$ cat src/rtl/mem_port_arbiter.sv
`default_nettype none
// ============================================================================
// Module   : mem_port_arbiter
// Purpose  : Shares one single-ported memory between the fetch (IF) and
//            load/store (LS) paths. Grants one requester at a time, runs a
//            fixed-latency access and returns data with a one-cycle valid.
// Revision : 1.0 - initial release
// ============================================================================
module mem_port_arbiter #(
  parameter int unsigned AW       = 32,
  parameter int unsigned DW       = 32,
  parameter int unsigned WAIT_CYC = 2,   // mem_en cycles per access, 1..15
  parameter int unsigned STARVE_N = 2    // LS wins in a row before IF is forced, 1..7
) (
  input  logic          clk,
  input  logic          rst_n,
  input  logic          if_req,
  input  logic [AW-1:0] if_addr,
  output logic          if_gnt,
  output logic          if_valid,
  output logic [DW-1:0] if_rdata,
  input  logic          ls_req,
  input  logic          ls_we,
  input  logic [AW-1:0] ls_addr,
  input  logic [DW-1:0] ls_wdata,
  output logic          ls_gnt,
  output logic          ls_valid,
  output logic [DW-1:0] ls_rdata,
  output logic          mem_en,
  output logic          mem_we,
  output logic [AW-1:0] mem_addr,
  output logic [DW-1:0] mem_wdata,
  input  logic [DW-1:0] mem_rdata,
  output logic          busy
);

  typedef enum logic [1:0] {
    IDLE   = 2'd0,
    ACCESS = 2'd1,
    RESP   = 2'd2
  } state_t;

  localparam logic [3:0] WAIT_INIT  = 4'(WAIT_CYC - 1);
  localparam logic [2:0] STARVE_MAX = 3'(STARVE_N);

  state_t        state_q, state_d;
  logic          owner_q, owner_d;     // 1 = LS owns the current access
  logic [AW-1:0] addr_q,  addr_d;
  logic          we_q,    we_d;
  logic [DW-1:0] wdata_q, wdata_d;
  logic [DW-1:0] rdata_q, rdata_d;
  logic [3:0]    wait_q,  wait_d;
  logic [2:0]    starve_q, starve_d;

  logic          if_win;
  logic          ls_win;

  // Arbitration: grants are combinational from the requests, IDLE only.
  // rst_n gates them so every output is low while reset is held.
  always_comb begin
    if_win = 1'b0;
    ls_win = 1'b0;
    if (rst_n && (state_q == IDLE)) begin
      if (if_req && (!ls_req || (starve_q == STARVE_MAX))) begin
        if_win = 1'b1;
      end else if (ls_req) begin
        ls_win = 1'b1;
      end
    end
  end

  // Next-state logic: latch the winner's request, count down the access,
  // capture read data on the final mem_en cycle, then pulse valid.
  always_comb begin
    state_d  = state_q;
    owner_d  = owner_q;
    addr_d   = addr_q;
    we_d     = we_q;
    wdata_d  = wdata_q;
    rdata_d  = rdata_q;
    wait_d   = wait_q;
    starve_d = starve_q;
    case (state_q)
      IDLE: begin
        if (if_win || ls_win) begin
          owner_d = ls_win;
          addr_d  = ls_win ? ls_addr : if_addr;
          we_d    = ls_win & ls_we;
          wdata_d = ls_win ? ls_wdata : '0;
          wait_d  = WAIT_INIT;
          state_d = ACCESS;
          // Count LS wins that kept a waiting fetch out; any other grant resets.
          if (ls_win && if_req) begin
            starve_d = (starve_q == STARVE_MAX) ? starve_q : (starve_q + 3'd1);
          end else begin
            starve_d = '0;
          end
        end
      end
      ACCESS: begin
        if (wait_q == 4'd0) begin
          rdata_d = we_q ? '0 : mem_rdata;
          state_d = RESP;
        end else begin
          wait_d = wait_q - 4'd1;
        end
      end
      RESP: begin
        state_d = IDLE;
      end
      default: begin
        state_d = IDLE;
      end
    endcase
  end

  // State and datapath registers; async reset discards any in-flight access.
  always_ff @(posedge clk or negedge rst_n) begin
    if (!rst_n) begin
      state_q  <= IDLE;
      owner_q  <= 1'b0;
      addr_q   <= '0;
      we_q     <= 1'b0;
      wdata_q  <= '0;
      rdata_q  <= '0;
      wait_q   <= '0;
      starve_q <= '0;
    end else begin
      state_q  <= state_d;
      owner_q  <= owner_d;
      addr_q   <= addr_d;
      we_q     <= we_d;
      wdata_q  <= wdata_d;
      rdata_q  <= rdata_d;
      wait_q   <= wait_d;
      starve_q <= starve_d;
    end
  end

  assign if_gnt    = if_win;
  assign ls_gnt    = ls_win;
  assign mem_en    = (state_q == ACCESS);
  assign mem_we    = mem_en & we_q;
  assign mem_addr  = mem_en ? addr_q  : '0;
  assign mem_wdata = mem_en ? wdata_q : '0;
  assign if_valid  = (state_q == RESP) & ~owner_q;
  assign ls_valid  = (state_q == RESP) &  owner_q;
  assign if_rdata  = rdata_q;
  assign ls_rdata  = rdata_q;
  assign busy      = (state_q != IDLE);

endmodule
`default_nettype wire
$ cat config.mk
export PLATFORM = sky130hd
export DESIGN_NAME = mem_port_arbiter
export DESIGN_NICKNAME = d
export VERILOG_FILES = /design/src/rtl/mem_port_arbiter.sv
export SDC_FILE = /design/constraint.sdc
export NUM_CORES = 1
export LEC_CHECK = 0
export BUFFER_PORTS_ARGS = -buffer_cell sky130_fd_sc_hd__buf_4
export CAP_MARGIN = 30
export CELL_PAD_IN_SITES_DETAIL_PLACEMENT = 0
export CELL_PAD_IN_SITES_GLOBAL_PLACEMENT = 2
export CORE_UTILIZATION = 27
export DETAILED_ROUTE_END_ITERATION = 6
export PLACE_DENSITY_LB_ADDON = 0.1
export RECOVER_POWER = 25
export SYNTH_ARGS = -nofsm -noshare
export SYNTH_HDL_FRONTEND = slang
export SYNTH_SLANG_ARGS = --single-unit
$ cat constraint.sdc
create_clock -name clk -period 2.6 [get_ports clk]
set_clock_uncertainty 0.15 [all_clocks]
set_input_delay 0.13 -clock clk [delete_from_list [all_inputs] [get_ports clk]]
set_output_delay 0.13 -clock clk [all_outputs]
set_load 0.1 [all_outputs]
==> results.sh <==
export IMPL_cts_buffers=9
export IMPL_finalHoldViolCount=0
export IMPL_cp_top_family="buffers and inverters"
export IMPL_critPathMaxFanout=25
export IMPL_wl_per_cell_um=15.3
export IMPL_yosys_most_used_dff="dfrtp_1"
export IMPL_timing_fmax_mhz=395
export IMPL_boundaryPins=268
export IMPL_syn_cell_area_um2=5260
export IMPL_startpoint_type="input pin"
export IMPL_synth_warnings=0
export IMPL_wl_um=16400
export IMPL_diodes=0
export IMPL_synth_edff_count=0
export IMPL_gr_usage_met2=0.279
export IMPL_fp_coreArea_um2=18900
export IMPL_die_y_um=142
export IMPL_cts_tree="built"
export IMPL_grt_max_degree=65
export IMPL_io_buffers=267
export IMPL_synth_cell_types=35
export IMPL_min_period_ps=2530
export IMPL_vias=4824
export IMPL_num_rows=50
export IMPL_critical_path_class="in -> reg"
export IMPL_maxSlewViolCount=0
export IMPL_synth_cells=450
export IMPL_cts_root_buf="clkbuf_16"
export IMPL_arrival_ps=2610
export IMPL_globalRoute_busiestLayer="met2"
export IMPL_place_gp_congestion=0.747
export IMPL_clk_latency_ps=350
export IMPL_worst_pin_slew_ps=1180
export IMPL_synth_net_count=587
export IMPL_dieArea_um2=20000
export IMPL_yosysSeqAreaShare=0.509
export IMPL_critical_path_max_stage_delay_ps=550
export IMPL_fin_nets=941
export IMPL_post_route_cells_drive_above_1_share=0.368
export IMPL_grt_pass1_vias=5089
export IMPL_cts_setup_buffers=0
export IMPL_yosys_top_cells_area="dfrtp_1 51%, and2_1 7.9%, mux2_2 6.9%"
export IMPL_setup_violations_final=0
export IMPL_vias_per_cell=4.52
export IMPL_drt_iter0_drc=160
export IMPL_postCtsResizedCells=0
export IMPL_holdWs_ps=9.85
export IMPL_hp_class="in -> reg"
export IMPL_synth_top_cells_by_count="107 x dfrtp_1, 66 x and2_1, 37 x buf_4, 34 x nor2b_1, 33 x a22o_1"
export IMPL_multiInputGateArea_um2=2160
export IMPL_cts_htree_levels=3
export IMPL_seqCellArea_um2=2680
export IMPL_maxSlewHeadroom=0.217
export IMPL_clock_sinks=107
export IMPL_status="completed"
export IMPL_rsz0062_at_grt="no"
export IMPL_fin_cells=1068
export IMPL_syn2layout_area_growth_pct=67.1
export IMPL_path_cells="dlygate4sd3_1 > buf_4 > or2_1 > buf_4 > a21boi_0 > a221o_1 > dlygate4sd3_1"
export IMPL_dp_hpwl_um=10800
export IMPL_start_util=0.278
export IMPL_critPathCaptureType="flip-flop"
export IMPL_cp_slowest_cell="dlygate4sd3_1"
export IMPL_fill_cells=1841
export IMPL_met1_usage=0.207
export IMPL_die_w_um=142
export IMPL_dp_cells=921
export IMPL_antenna_found_initial=0
export IMPL_yosysMostFrequentCell="dfrtp_1"
export IMPL_crit_buf_inv=4
export IMPL_crit_required_ps=2680
export IMPL_avgSynthCellArea_um2=11.7
export IMPL_postRouteAntennaNets=0
export IMPL_synth_seq_cells=107
export IMPL_final_setup_tns_ps=0
export IMPL_drc_errors=0
export IMPL_yosysTopAreaCell="dfrtp_1"
export IMPL_grtUsageTotal=0.166
export IMPL_async_flop_share=1.00
export IMPL_min_period_over_period=0.973
export IMPL_clk_path_buf_depth=2
export IMPL_clkTransAtPathRegs_ps=70
export IMPL_synth_top_area_share=0.509
export IMPL_placed_area_um2=7300
export IMPL_grt_first_pass_wirelength_um=26200
export IMPL_first_pass_iters=5
export IMPL_grt_use_met3=0.0297
export IMPL_grt_overflow=0
export IMPL_timing_max_cap_violations=0
export IMPL_stdcell_area_um2=8790
-- what timing repair did --
| item | in CTS | in global routing |
|---|---|---|
| hold endpoints to repair | 150 | 0 |
| hold buffers | 132 | 0 |
| endpoints found under the setup margin | 0 | 0 |
-- cells in the final DEF (no fill, tap or decap), drive strengths merged --
| cell type | netlist | final |
|---|---|---|
| a21boi | 32 | 32 |
| o2bb2ai | 2 | 2 |
| nand2b | 1 | 1 |
| nor2b | 34 | 34 |
| inv | 7 | 9 |
| dlygate4sd3 | 0 | 132 |
| nand3b | 1 | 1 |
| mux2i | 1 | 1 |
| a211oi | 1 | 1 |
| o211a | 1 | 1 |
| ha | 4 | 4 |
| mux2 | 32 | 32 |
| and3b | 1 | 1 |
| a221oi | 1 | 1 |
| nand2 | 4 | 4 |
| nand3 | 2 | 2 |
| or2 | 2 | 2 |
| nor3 | 1 | 1 |
| a31oi | 1 | 1 |
| nor3b | 2 | 2 |
| a21bo | 2 | 2 |
| dfrtp | 107 | 107 |
| and2 | 66 | 66 |
| or3b | 1 | 1 |
| clkinv | 0 | 2 |
| buf | 52 | 241 |
| a22o | 33 | 33 |
| a41o | 1 | 1 |
| and3 | 1 | 1 |
| a22oi | 1 | 1 |
| clkbuf | 15 | 47 |
| a221o | 32 | 32 |
| a21oi | 4 | 4 |
| nor2 | 4 | 4 |
| bufinv | 0 | 1 |
| nand4 | 1 | 1 |
-- state kept, by name, indices dropped and copies added, names as in the netlist --
signal and count:
we_q 1, if_rdata 32, addr_q 32, owner_q 1
wait_q 4, state_q 2, wdata_q 32, starve_q 3
-- per-stage QoR --
stage                util  worst slack (ps)
CTS                 0.472               119
floorplan               -               161
finish              0.465              71.2
global route        0.465              3.51
detailed placement  0.387               578
global placement    0.387               649
-- path summary, 6_finish.rpt --
path                                             to                    start  slack, ps  depth (start not counted)
setup / recovery             addr_q[16]$_DFFE_PN0P_                   ls_req         70                          7
hold / removal             if_rdata[22]$_DFFE_PN0P_            mem_rdata[22]         10                          3
setup reg to reg             addr_q[21]$_DFFE_PN0P_  starve_q[0]$_DFFE_PN0P_        130                          7
hold reg to reg             wdata_q[22]$_DFFE_PN0P_  wdata_q[22]$_DFFE_PN0P_        340                          1
max in group asynchronous  if_rdata[18]$_DFFE_PN0P_                    rst_n        650                          4
min in group asynchronous     wait_q[3]$_DFFE_PN0P_                    rst_n        450                          3
-- worst min-delay path: stages --
cell	delay, ps
buf_4	70
nor2b_1	120
mux2_2	150
-- area by class of cell --
cell class | count | share of cell area
clock buffer | 10 | 0.0272
clock inverter | 5 | 0.00698
multi-input combinational | 269 | 0.246
sequential | 107 | 0.305
inverter | 7 | 0.00299
timing repair buffer | 410 | 0.375
tap | 260 | 0.0370
-- kinds of logic after synthesis --
family / after synthesis / synth area share
compound gates: 111 / 0.184
fa+ha+maj: 4 / 0.00952
buf+inv: 74 / 0.0828
flops: 107 / 0.509
mux: 33 / 0.0704
simple gates: 121 / 0.144
-- metal layers --
metal  up-vias  part of all wire
met4         0             0.024
met1      2332              0.44
li1       2270                 -
met5         -                 0
met2       194              0.48
met3        28             0.056
Power is not shown: default switching activity piles up to over one toggle a cycle in this logic, so the estimate is an artifact.
